===== config.mk =====
export PLATFORM = sky130hd
export DESIGN_NAME = mux2to1_32_flat
export DESIGN_NICKNAME = d
export VERILOG_FILES = /design/src/rtl/mux2to1_32_pkg.sv /design/src/rtl/mux2to1_32_if.sv /design/src/rtl/mux2to1_32_reg.sv /design/src/rtl/mux2to1_32.sv /design/src/flat_wrapper.sv
export SDC_FILE = /design/constraint.sdc
export NUM_CORES = 1
export LEC_CHECK = 0
export ABC_AREA = 1
export CORE_MARGIN = 2
export CORE_UTILIZATION = 55
export CTS_CLUSTER_SIZE = 10
export DETAILED_ROUTE_END_ITERATION = 8
export DONT_BUFFER_PORTS = 1
export GPL_TIMING_DRIVEN = 1
export PLACE_DENSITY = 0.7
export SLEW_MARGIN = 0
export SYNTH_ARGS = -nofsm -noshare
export SYNTH_HDL_FRONTEND = slang
export SYNTH_HIERARCHICAL = 1
export SYNTH_SLANG_ARGS = --single-unit

===== constraint.sdc =====
create_clock -name clk -period 0.9 [get_ports clk]
set_clock_uncertainty 0.05 [all_clocks]
set_input_delay 0.135 -clock clk [delete_from_list [all_inputs] [get_ports clk]]
set_output_delay 0.135 -clock clk [all_outputs]
set_load 0.005 [all_outputs]

===== src/rtl/mux2to1_32_pkg.sv =====
// Shared constants for the next-PC word selector.
// Default data width and the select encodings used by the mux and its bench.
package mux2to1_32_pkg;

  localparam int   MUX_WIDTH = 32;
  localparam logic SEL_IN0   = 1'b0;
  localparam logic SEL_IN1   = 1'b1;

endpackage


===== src/rtl/mux2to1_32_if.sv =====
// Bus bundle for the 2:1 word selector: select, data inputs, enable and both output views.
// Master drives sel/in0/in1/en; slave (the mux) returns out, out_q and sel_q.
interface mux2to1_32_if
  import mux2to1_32_pkg::*;
#(
  parameter int WIDTH = MUX_WIDTH
);

  logic             sel;
  logic [WIDTH-1:0] in0;
  logic [WIDTH-1:0] in1;
  logic             en;
  logic [WIDTH-1:0] out;
  logic [WIDTH-1:0] out_q;
  logic             sel_q;

  modport master (
    output sel, in0, in1, en,
    input  out, out_q, sel_q
  );

  modport slave (
    input  sel, in0, in1, en,
    output out, out_q, sel_q
  );

endinterface


===== src/rtl/mux2to1_32_reg.sv =====
// Enable register for the selected word and its select bit; 1-cycle latency.
// No backpressure: en=0 holds, async active-low reset loads RESET_VAL and clears sel_q.
module mux2to1_32_reg
  import mux2to1_32_pkg::*;
#(
  parameter int               WIDTH     = MUX_WIDTH,
  parameter logic [WIDTH-1:0] RESET_VAL = '0
) (
  input  logic             clk,
  input  logic             rst,
  input  logic             en,
  input  logic [WIDTH-1:0] d,
  input  logic             sel_d,
  output logic [WIDTH-1:0] q,
  output logic             sel_q
);

  always_ff @(posedge clk or negedge rst) begin
    if (!rst) begin
      q     <= RESET_VAL;
      sel_q <= SEL_IN0;
    end else if (en) begin
      q     <= d;
      sel_q <= sel_d;
    end
  end

endmodule


===== src/rtl/mux2to1_32.sv =====
// IF-stage next-PC mux: out is combinational (0 cycles), out_q/sel_q a registered copy (1 cycle).
// No backpressure; en=0 holds the registered copy, out stays live through reset.
module mux2to1_32
  import mux2to1_32_pkg::*;
#(
  parameter int               WIDTH     = MUX_WIDTH,
  parameter logic [WIDTH-1:0] RESET_VAL = '0
) (
  input  logic         clk,
  input  logic         rst,
  mux2to1_32_if.slave  bus
);

  logic [WIDTH-1:0] sel_word;

  // Only an explicit 1 picks in1; an unknown select falls through to PC+4.
  always_comb begin
    sel_word = bus.in0;
    case (bus.sel)
      SEL_IN1: sel_word = bus.in1;
      default: sel_word = bus.in0;
    endcase
  end

  assign bus.out = sel_word;

  mux2to1_32_reg #(
    .WIDTH     (WIDTH),
    .RESET_VAL (RESET_VAL)
  ) u_reg (
    .clk   (clk),
    .rst   (rst),
    .en    (bus.en),
    .d     (sel_word),
    .sel_d (bus.sel),
    .q     (bus.out_q),
    .sel_q (bus.sel_q)
  );

endmodule


===== src/flat_wrapper.sv =====
// flat-port wrapper written by rule: the top's interface ports become plain ports
module mux2to1_32_flat import mux2to1_32_pkg::*;
#(
  parameter int               WIDTH     = MUX_WIDTH,
  parameter logic [WIDTH-1:0] RESET_VAL = '0
)
  (clk, rst, bus_sel, bus_in0, bus_in1, bus_en, bus_out, bus_out_q, bus_sel_q);
  mux2to1_32_if #(.WIDTH(WIDTH)) bus_i ();
  input  logic clk;
  input  logic rst;
  input wire logic [$bits(bus_i.sel)-1:0] bus_sel;
  input wire logic [$bits(bus_i.in0)-1:0] bus_in0;
  input wire logic [$bits(bus_i.in1)-1:0] bus_in1;
  input wire logic [$bits(bus_i.en)-1:0] bus_en;
  output wire logic [$bits(bus_i.out)-1:0] bus_out;
  output wire logic [$bits(bus_i.out_q)-1:0] bus_out_q;
  output wire logic [$bits(bus_i.sel_q)-1:0] bus_sel_q;
  assign bus_i.sel = bus_sel;
  assign bus_i.in0 = bus_in0;
  assign bus_i.in1 = bus_in1;
  assign bus_i.en = bus_en;
  assign bus_out = bus_i.out;
  assign bus_out_q = bus_i.out_q;
  assign bus_sel_q = bus_i.sel_q;
  mux2to1_32 #(.WIDTH(WIDTH), .RESET_VAL(RESET_VAL)) u_core (.clk(clk), .rst(rst), .bus(bus_i));
endmodule

Word-level counts from Yosys, hierarchy flattened
Index checks and enable logic that the tools add are counted.

Word-level logic and storage cells: 3. Register bits: 33.

Muxes and demuxes: 1.

Operator list (number): $mux W32 (1).

Longest topological paths before layout
Gate-level depths: netlist of the first run.

Depth after elaboration: 1. Gate-level depth with buffers: 7. Mapped depth without buffers: 5.

By module
Netlist of the first run, hierarchy kept.

By module, submodules not included: mux2to1_32_reg (sequential area each 825.8 um^2, cells each 140, times used 1, area an instance 1305.0 um^2); mux2to1_32 (sequential area each 0.0 um^2, cells each 104, times used 1, area an instance 491.7 um^2).

Least setup slack after synthesis of the first run
OpenSTA, ideal clock, no wires.

Path kind: input-to-reg. Start: input port bus_sel. End: register u_core.u_reg.q[0]. Cell stages on the path: 7. Setup slack: 0.099 ns. Arrival time: 0.635 ns. Cells stage by stage: buf_6 inv_8 buf_12 nand2_2 nand2_1 nand2_1 nand2_1.

Longest elaborated chain between the ends: 1.

RTL lines: start, declared (line flat_wrapper.sv:11) `input wire logic [$bits(bus_i.sel)-1:0] bus_sel;`; $mux W32 (line mux2to1_32.sv:19) `case (bus.sel)`; named net bus_out[0] (line flat_wrapper.sv:15) `output wire logic [$bits(bus_i.out)-1:0] bus_out;`; end signal, assigned (line mux2to1_32_reg.sv:20) `q <= RESET_VAL;`; end signal, assigned (line mux2to1_32_reg.sv:23) `q <= d;`; end, declared (line mux2to1_32_reg.sv:14) `output logic [WIDTH-1:0] q,`.

The timed path passes the listed nets, and every way through them passes these cells. A chain may end at the register's enable or synchronous reset.

Worst setup path in the final report of the first run
Start: register u_core.u_reg.q[6]. End: output port bus_out_q[6].

RTL lines: end, declared (line flat_wrapper.sv:16) `output wire logic [$bits(bus_i.out_q)-1:0] bus_out_q;`.

No word-level cell between the ends.

==> results of run 1 <==
cells in the mapped netlist:
cell	count	area (um2)
nand2_2	20	125.1
buf_4	3	22.52
inv_8	2	22.52
buf_12	1	20.02
dfrtp_1	33	825.8
buf_8	1	15.01
buf_6	6	67.56
clkbuf_8	3	41.29
nand2_1	175	656.9
final timing paths:
check / depth (start not counted) / end / start
min in group clk: 2 / u_core/u_reg/q[21] / bus_en
max in group asynchronous: 0 / u_core/u_reg/q[27] / rst
max: 0 / bus_out_q[6] / u_core/u_reg/q[6]
min: 0 / u_core/u_reg/q[6] / rst
max reg2reg: 2 / u_core/u_reg/q[23] / u_core/u_reg/q[23]
min reg2reg: 2 / u_core/u_reg/q[17] / u_core/u_reg/q[17]
layer usage:
metal  part of all wire (%)  vias up
met5                      0        -
met4                    1.9        0
met3                     14        9
met2                     48       83
met1                     35      688
li1                       -      770
per-stage QoR:
stage	hold slack (ns)	worst slack, ns	utilization [%]	cells
floorplan	-0.2106	0.09910	-	244
global placement	-0.2101	0.1805	54.76	274
detailed placement	-0.2100	0.1766	54.76	274
CTS	-0.5713	-0.04557	57.32	285
global route	-0.6065	-0.08973	66.06	311
finish	-0.5606	-0.03412	66.06	311
power by group:
| part | switching (mW) | leakage [nW] | internal (mW) |
|---|---|---|---|
| registers | 0.128 | 0.408 | 1.64 |
| logic | 0.265 | 0.665 | 0.238 |
| clock network | 0.457 | 0.0265 | 0.311 |
cell families after synthesis:
kind of cell	after synthesis	share of synthesized area [%]
AND/OR/NAND/NOR	195	43.52
buffers and inverters	16	10.51
flip-flops	33	45.96
repair_timing:
item | 4_1_cts | 5_1_grt
gates cloned | 0 | 0
setup endpoints to repair | 33 | 35
hold buffers | 3 | 26
hold endpoints to repair | 66 | 66
resized for setup | 0 | 3
sequential cells by signal (all words and copies together), names as in the netlist:
name	cells
u_core/u_reg/q	32
u_core/u_reg/sel_q	1
area by class of cell:
type	instances	area share [%]
inverters	2	1.538
clock buffers	8	2.400
repair buffers	29	14.28
multi-input cells	195	38.46
well taps	44	2.708
flip-flops and latches	33	40.62
==> impl_metrics.ini, run 1 <==
[finish]
diodes = 0
multi_input_area_um2 = 782.0
regArea_um2 = 825.8
final_cell_mix = nand2_1 (175), dfrtp_1 (33), dlygate4sd3_1 (29), nand2_2 (20), clkbuf_4 (5)
syn2layout_area_growth_pct = 13.16
fin_nets = 334
drive_above_1_share_pct = 10.11
design_area_mm2 = 0.002033
layout_commonest_cell = nand2_1
nFillCells = 282

[sta]
fin_crit_ns = 0.9341
fin_setup_tns_ns = -0.6470
finalMaxSlewViolations = 0
hold-worst-slack_ns = -0.5606
finalSetupViolations = 33
finalHoldViolCount = 65
tightest_slew_ns = 0.2097
fin_ws_ns = -0.03412
rsz0062_at_grt = true
maxSlewHeadroom_pct = 86.02
min_period_over_period_pct = 103.8
clock.fmax_ghz = 1.071

[setup_path]
critPathKind = reg -> out
critPathMaxFanout = 2
critical_path_required_ns = 0.71
r2r_slack_ns = 0.20
critPathArrivalTime_ns = 0.75
startpoint_type = register
cp-end-kind = primary output

[routing]
viasPerCell = 4.984
firstDrtPassIters = 4
wl_mm = 4.108
drc = 0
wire_per_inst_um = 13.21
dr.first_iter.drc_count = 124
num_vias = 1550
ant_nets = 0

[die]
die_h_um = 61.16
dieArea_mm2 = 0.003740
fp.dieW_um = 61.16
start_util_pct = 58.37
num_rows = 20
core_mm2 = 0.003078
ios = 133

[placed_design]
post-dp-hpwl_mm = 2.598
post_dp_cell_area_mm2 = 0.001685
port_buffers = 0
place_congestion = 0.7356

[run_status]
status = finished with violations
violations = hold timing, setup timing

[cts]
clk_pin_slew_ns = 0.09
numCtsBuffers = 5
postCtsSetupBuffers = 0
clk_latency_ns = 0.33
cts_root_buf = clkbuf_4
cts.sinks = 33
htree_levels = 2
cts_buffer_depth = 2
cts_tree = done

[synth]
synth_area_mm2 = 0.001797
avgSynthCellArea_um2 = 7.364
synth_nets = 312
synth_seq_cells = 33
ys_seq_area_share_pct = 45.96
ys_types = 9
yosysWarnings = 6
synth_cells = 244

[grt]
grt_use_met2_pct = 31.76
grt-ovfl-total = 0
grt_pass1_vias = 1189
grt_max_degree = 35
antenna_found_initial = 0
grt_util_all_layers_pct = 19.67
grtUsageMet3_pct = 11.55
grt_use_met1_pct = 21.29
top_usage_layer = met2
grt_pass1_wl_mm = 5.354

[power]
total_power_mw = 3.036
power.density_mw_per_mm2 = 1493
vdd_drop_max_uv = 817.7
leakage_nw = 1.099

[job]
cap_violations = 0

[worst_hold_path]
hp-class = in -> async
(Power assumes the default switching activity.)
==> run 2: changes to the inputs <==
--- a/config.mk
+++ b/config.mk
@@ -5,7 +5,6 @@
 export SDC_FILE = /design/constraint.sdc
 export NUM_CORES = 1
 export LEC_CHECK = 0
-export ABC_AREA = 1
 export CORE_MARGIN = 2
 export CORE_UTILIZATION = 55
 export CTS_CLUSTER_SIZE = 10
@@ -13,6 +12,7 @@
 export DONT_BUFFER_PORTS = 1
 export GPL_TIMING_DRIVEN = 1
 export PLACE_DENSITY = 0.7
+export SETUP_SLACK_MARGIN = 0.5
 export SLEW_MARGIN = 0
 export SYNTH_ARGS = -nofsm -noshare
 export SYNTH_HDL_FRONTEND = slang
==> impl_metrics.ini, run 2 <==
[sta]
maxSlewHeadroom_pct = 91.79
fin_crit_ns = 1.034
rsz0062_at_grt = true
clock.fmax_ghz = 0.9674
hold-worst-slack_ns = -0.5731
fin_setup_tns_ns = -1.091
finalMaxSlewViolations = 0
fin_ws_ns = -0.1337
finalHoldViolCount = 66
min_period_over_period_pct = 114.9
tightest_slew_ns = 0.1231
finalSetupViolations = 34

[synth]
synth_most_common_cell = mux2_4
synthTopCellsByArea = mux2_4 (47%), dfrtp_1 (43%), buf_12 (6.2%), mux2_2 (2.9%), buf_6 (1.2%)
async_flop_share_pct = 100.0
ys_types = 5
synth_top_cell_by_area = mux2_4
ys_seq_area_share_pct = 42.88
synth_ff_type = dfrtp_1
yosys.area.top_type_share_pct = 46.78
avgSynthCellArea_um2 = 18.17
synth_area_mm2 = 0.001926
synth_cells = 106
synth_seq_cells = 33
yosysWarnings = 6
synth_nets = 174
ys_top_cells_by_count = mux2_4 (60), dfrtp_1 (33), buf_12 (6), mux2_2 (5), buf_6 (2)
synth-edff-count = 0

[cts]
clk_pin_slew_ns = 0.10
cts_root_buf = clkbuf_4
numCtsBuffers = 5
clk_latency_ns = 0.33
htree_levels = 2
cts_tree = done
cts.sinks = 33
cts_buffer_depth = 2

[setup_path]
path_buf_inv = 1
critical_path_required_ns = 0.71
critPathMaxFanout = 2
critPathKind = reg -> out
worstPathCellList = buf_6
cp_slowest_cell = dfrtp_1
critPathMaxStageDelay_ns = 0.40
critPathArrivalTime_ns = 0.85
cp-end-kind = primary output
startpoint_type = register
cpLargestDelayFamily = flip-flops

[routing]
wire_per_inst_um = 23.33
ant_nets = 0
wl_mm = 3.639
drc = 0
firstDrtPassIters = 2
dr.first_iter.drc_count = 57
viasPerCell = 5.737
num_vias = 895

[grt]
top_usage_layer = met2
grt_util_all_layers_pct = 18.67
grt_pass1_wl_mm = 5.547
grt-ovfl-total = 0
antenna_found_initial = 0
grt_pass1_vias = 1034
grtUsageMet3_pct = 9.464
grt_use_met1_pct = 19.84
grt_use_met2_pct = 29.65
grt_max_degree = 34

[die]
ios = 133
fp.dieW_um = 63.17
num_rows = 21
core_mm2 = 0.003337
dieArea_mm2 = 0.003990
die_h_um = 63.17
start_util_pct = 57.71

[finish]
fin_nets = 177
reg.largest.list = u_core/u_reg/q x32, u_core/u_reg/sel_q x1
final_cell_mix = mux2_4 (64), dfrtp_1 (33), clkbuf_4 (5), buf_6 (3), clkinv_2 (2)
largest_reg_flops = 32
largest-register = u_core/u_reg/q
layout_commonest_cell = mux2_4
diodes = 0
syn2layout_area_growth_pct = 1.170
drive_above_1_share_pct = 69.09

[power]
leakage_nw = 0.9702
vdd_drop_max_uv = 748.8
power.density_mw_per_mm2 = 1657

[run_status]
status = finished with violations
violations = hold timing, setup timing

[job]
cap_violations = 0

[worst_hold_path]
hp-class = in -> async

[placed_design]
post-dp-hpwl_mm = 2.574
place_congestion = 0.6685
port_buffers = 0
-- run 2: cell count changes in the layout (fill, tap and decap cells not counted), moves of 2 or more --
cell,delta
buf_6,+3
nand2_1,-175
nand2_2,-20
dlygate4sd3_1,-29
clkbuf_1,-2
mux2_4,+64
clkinv_2,+2
-- run 2: path summary, 6_finish.rpt --
check                              startpoint                 end  slack [ns]  cells after the start
max reg2reg                 u_core/u_reg/q[3]   u_core/u_reg/q[3]       -0.05                      2
max in group asynchronous                 rst   u_core/u_reg/q[3]        1.29                      0
min reg2reg                u_core/u_reg/sel_q  u_core/u_reg/sel_q        0.50                      1
min                                       rst  u_core/u_reg/q[14]       -0.57                      0
max                         u_core/u_reg/q[3]        bus_out_q[3]       -0.13                      1
min in group clk                      bus_sel  u_core/u_reg/sel_q       -0.10                      1
-- run 2: repair_timing --
item / in CTS / in global routing
endpoints found under the setup margin: 98 / 98
buffers inserted: 1 / 0
resized for setup: 5 / 2
hold endpoints to repair: 66 / 66
-- run 2: stage by stage --
stage	power [mW]	utilization (%)	setup WS, ns	std cells	cell area (um2)
2_1_floorplan	2.456	-	-0.2138	106	1934
3_3_place_gp	2.413	55.83	0.01892	147	1863
3_5_place_dp	2.435	55.83	-0.004751	147	1863
4_1_cts	3.269	58.16	-0.1564	156	1941
5_1_grt	3.418	58.38	-0.1893	156	1948
6_report	3.229	58.38	-0.1337	156	1948
-- run 2: where the power goes --
group / internal [mW] / switching, mW / leakage, nW
Combinational: 0.465 / 0.148 / 0.552
Sequential: 1.67 / 0.153 / 0.386
Clock: 0.297 / 0.498 / 0.0320
Total: 2.43 / 0.799 / 0.970
-- run 2: layout make-up --
| type | instances | area [um2] |
|---|---|---|
| clock buffer | 6 | 41.29 |
| clock inverter | 2 | 10.01 |
| fill | 288 | 1389 |
| multi-input combinational | 65 | 972.2 |
| sequential | 33 | 825.8 |
| tap | 46 | 57.56 |
| timing repair buffer | 4 | 41.29 |
-- run 2: cell families after synthesis --
group | after synthesis | synth area share, %
buffers and inverters | 8 | 7.408
flip-flops | 33 | 42.88
multiplexers | 65 | 49.71
-- run 2: layer usage --
| metal | wire length (um) | up-vias |
|---|---|---|
| met5 | 0 | - |
| met4 | 28 | 0 |
| met3 | 492 | 4 |
| met2 | 1899 | 73 |
| met1 | 1219 | 436 |
| li1 | - | 382 |
-- run 2: worst register-to-register path: stages, from the launching register on --
cell	delay [ns]
dfrtp_1	0.40
buf_4	0.13
mux2_4	0.25
==> run 3: changes to the inputs <==
--- a/config.mk
+++ b/config.mk
@@ -5,6 +5,7 @@
 export SDC_FILE = /design/constraint.sdc
 export NUM_CORES = 1
 export LEC_CHECK = 0
+export ABC_AREA = 1
 export CORE_MARGIN = 2
 export CORE_UTILIZATION = 55
 export CTS_CLUSTER_SIZE = 10
==> impl_metrics.ini, run 3 (synthesis gave the netlist of run 1 again) <==
[run_status]
status = finished with violations
violations = hold timing, setup timing

[setup_path]
r2r_slack_ns = 0.15
startpoint_type = register
critPathMaxFanout = 2
critPathArrivalTime_ns = 0.75
critical_path_required_ns = 0.71
critPathKind = reg -> out
cp-end-kind = primary output

[sta]
rsz0062_at_grt = true
fin_crit_ns = 0.9372
finalHoldViolCount = 66
maxSlewHeadroom_pct = 85.91
min_period_over_period_pct = 104.1
tightest_slew_ns = 0.2114
finalMaxSlewViolations = 0
hold-worst-slack_ns = -0.5600
fin_ws_ns = -0.03724
finalSetupViolations = 32
clock.fmax_ghz = 1.067

[power]
power.density_mw_per_mm2 = 1341
vdd_drop_max_uv = 847.5
total_power_mw = 3.301
leakage_nw = 1.230

[finish]
drive_above_1_share_pct = 36.25
design_area_mm2 = 0.002462
final_util_pct = 80.00
largest_reg_flops = 32
fin_nets = 308
reg.largest.list = u_core/u_reg/q x32, u_core/u_reg/sel_q x1
syn2layout_area_growth_pct = 37.05
final_cell_mix = nand2_1 (119), nand2_4 (45), dfrtp_1 (33), nand2_8 (18), nand2_2 (13)
layout_commonest_cell = nand2_1
diodes = 0
largest-register = u_core/u_reg/q

[die]
fp.dieW_um = 61.16
die_h_um = 61.16
ios = 133
start_util_pct = 58.37
num_rows = 20
dieArea_mm2 = 0.003740
core_mm2 = 0.003078

[placed_design]
port_buffers = 0
post_dp_cell_area_mm2 = 0.001720
place_congestion = 0.7165
post-dp-hpwl_mm = 2.574

[grt]
grt_use_met2_pct = 42.40
grtUsageMet3_pct = 6.303
grt_util_all_layers_pct = 24.16
grt_pass1_vias = 1415
grt_max_degree = 38
grt_use_met1_pct = 26.82
grt_pass1_wl_mm = 6.486
grt-ovfl-total = 0
top_usage_layer = met2
antenna_found_initial = 0

[cts]
cts_root_buf = clkbuf_4
clk_pin_slew_ns = 0.10
htree_levels = 2
cts_tree = done
numCtsBuffers = 5
clk_latency_ns = 0.31
cts_buffer_depth = 2
cts.sinks = 33

[routing]
dr.first_iter.drc_count = 135
num_vias = 1566
wire_per_inst_um = 18.07
ant_nets = 0
drc = 0
wl_mm = 5.132
firstDrtPassIters = 4
viasPerCell = 5.514

[worst_hold_path]
hp-class = in -> async

[job]
cap_violations = 0
-- run 3: changes by cell type in the layout (fill, tap and decap cells not counted), moves of 2 or more --
cell,previous run,this run
nand2_4,0,45
nand2_8,0,18
clkinv_2,2,0
nand2_2,0,13
clkinv_16,0,4
buf_6,3,0
nand2_1,0,119
mux2_4,64,0
-- run 3: layout make-up --
class | instances | area, um2
timing repair inverter | 3 | 90.09
sequential | 33 | 825.8
multi-input combinational | 195 | 1395
tap | 44 | 55.05
inverter | 2 | 41.29
fill | 197 | 615.6
clock buffer | 7 | 55.05
-- run 3: path summary, 6_finish.rpt --
| kind | start | endpoint | cells past startpoint |
|---|---|---|---|
| worst min register to register | u_core/u_reg/q[29] | u_core/u_reg/q[29] | 2 |
| worst max register to register | u_core/u_reg/q[23] | u_core/u_reg/q[23] | 2 |
| worst max-delay path | u_core/u_reg/q[27] | bus_out_q[27] | 0 |
| worst min-delay path | rst | u_core/u_reg/q[24] | 0 |
| max in group asynchronous | rst | u_core/u_reg/q[4] | 0 |
| min in group clk | bus_en | u_core/u_reg/sel_q | 2 |
-- run 3: report_power, final --
part | switching, mW | internal, mW
combinational | 0.420 | 0.283
sequential | 0.139 | 1.64
clock | 0.455 | 0.369
-- run 3: repair_timing --
item / in CTS / in global routing
pin swaps: 43 / 0
setup endpoints to repair: 98 / 98
setup buffers: 0 / 0
endpoints found under the hold margin: 66 / 66
gates cloned: 3 / 0
gates resized for setup: 101 / 39
-- run 3: per-layer routing --
| metal | vias to the layer above | part of all wire, % |
|---|---|---|
| met5 | - | 0 |
| met4 | 0 | 2.3 |
| met3 | 15 | 9.8 |
| met2 | 108 | 54 |
| met1 | 726 | 34 |
| li1 | 717 | - |
-- run 3: through the flow --
step           TNS (ns)  setup WS (ns)  instances  hold slack [ns]
6_report        -0.5923       -0.03724        284          -0.5600
3_5_place_dp          0         0.1244        274          -0.2099
5_1_grt          -1.772       -0.07506        284          -0.5864
2_1_floorplan         0         0.1232        244          -0.2106
3_3_place_gp          0         0.1515        274          -0.2100
4_1_cts         -0.7947       -0.03450        284          -0.5617
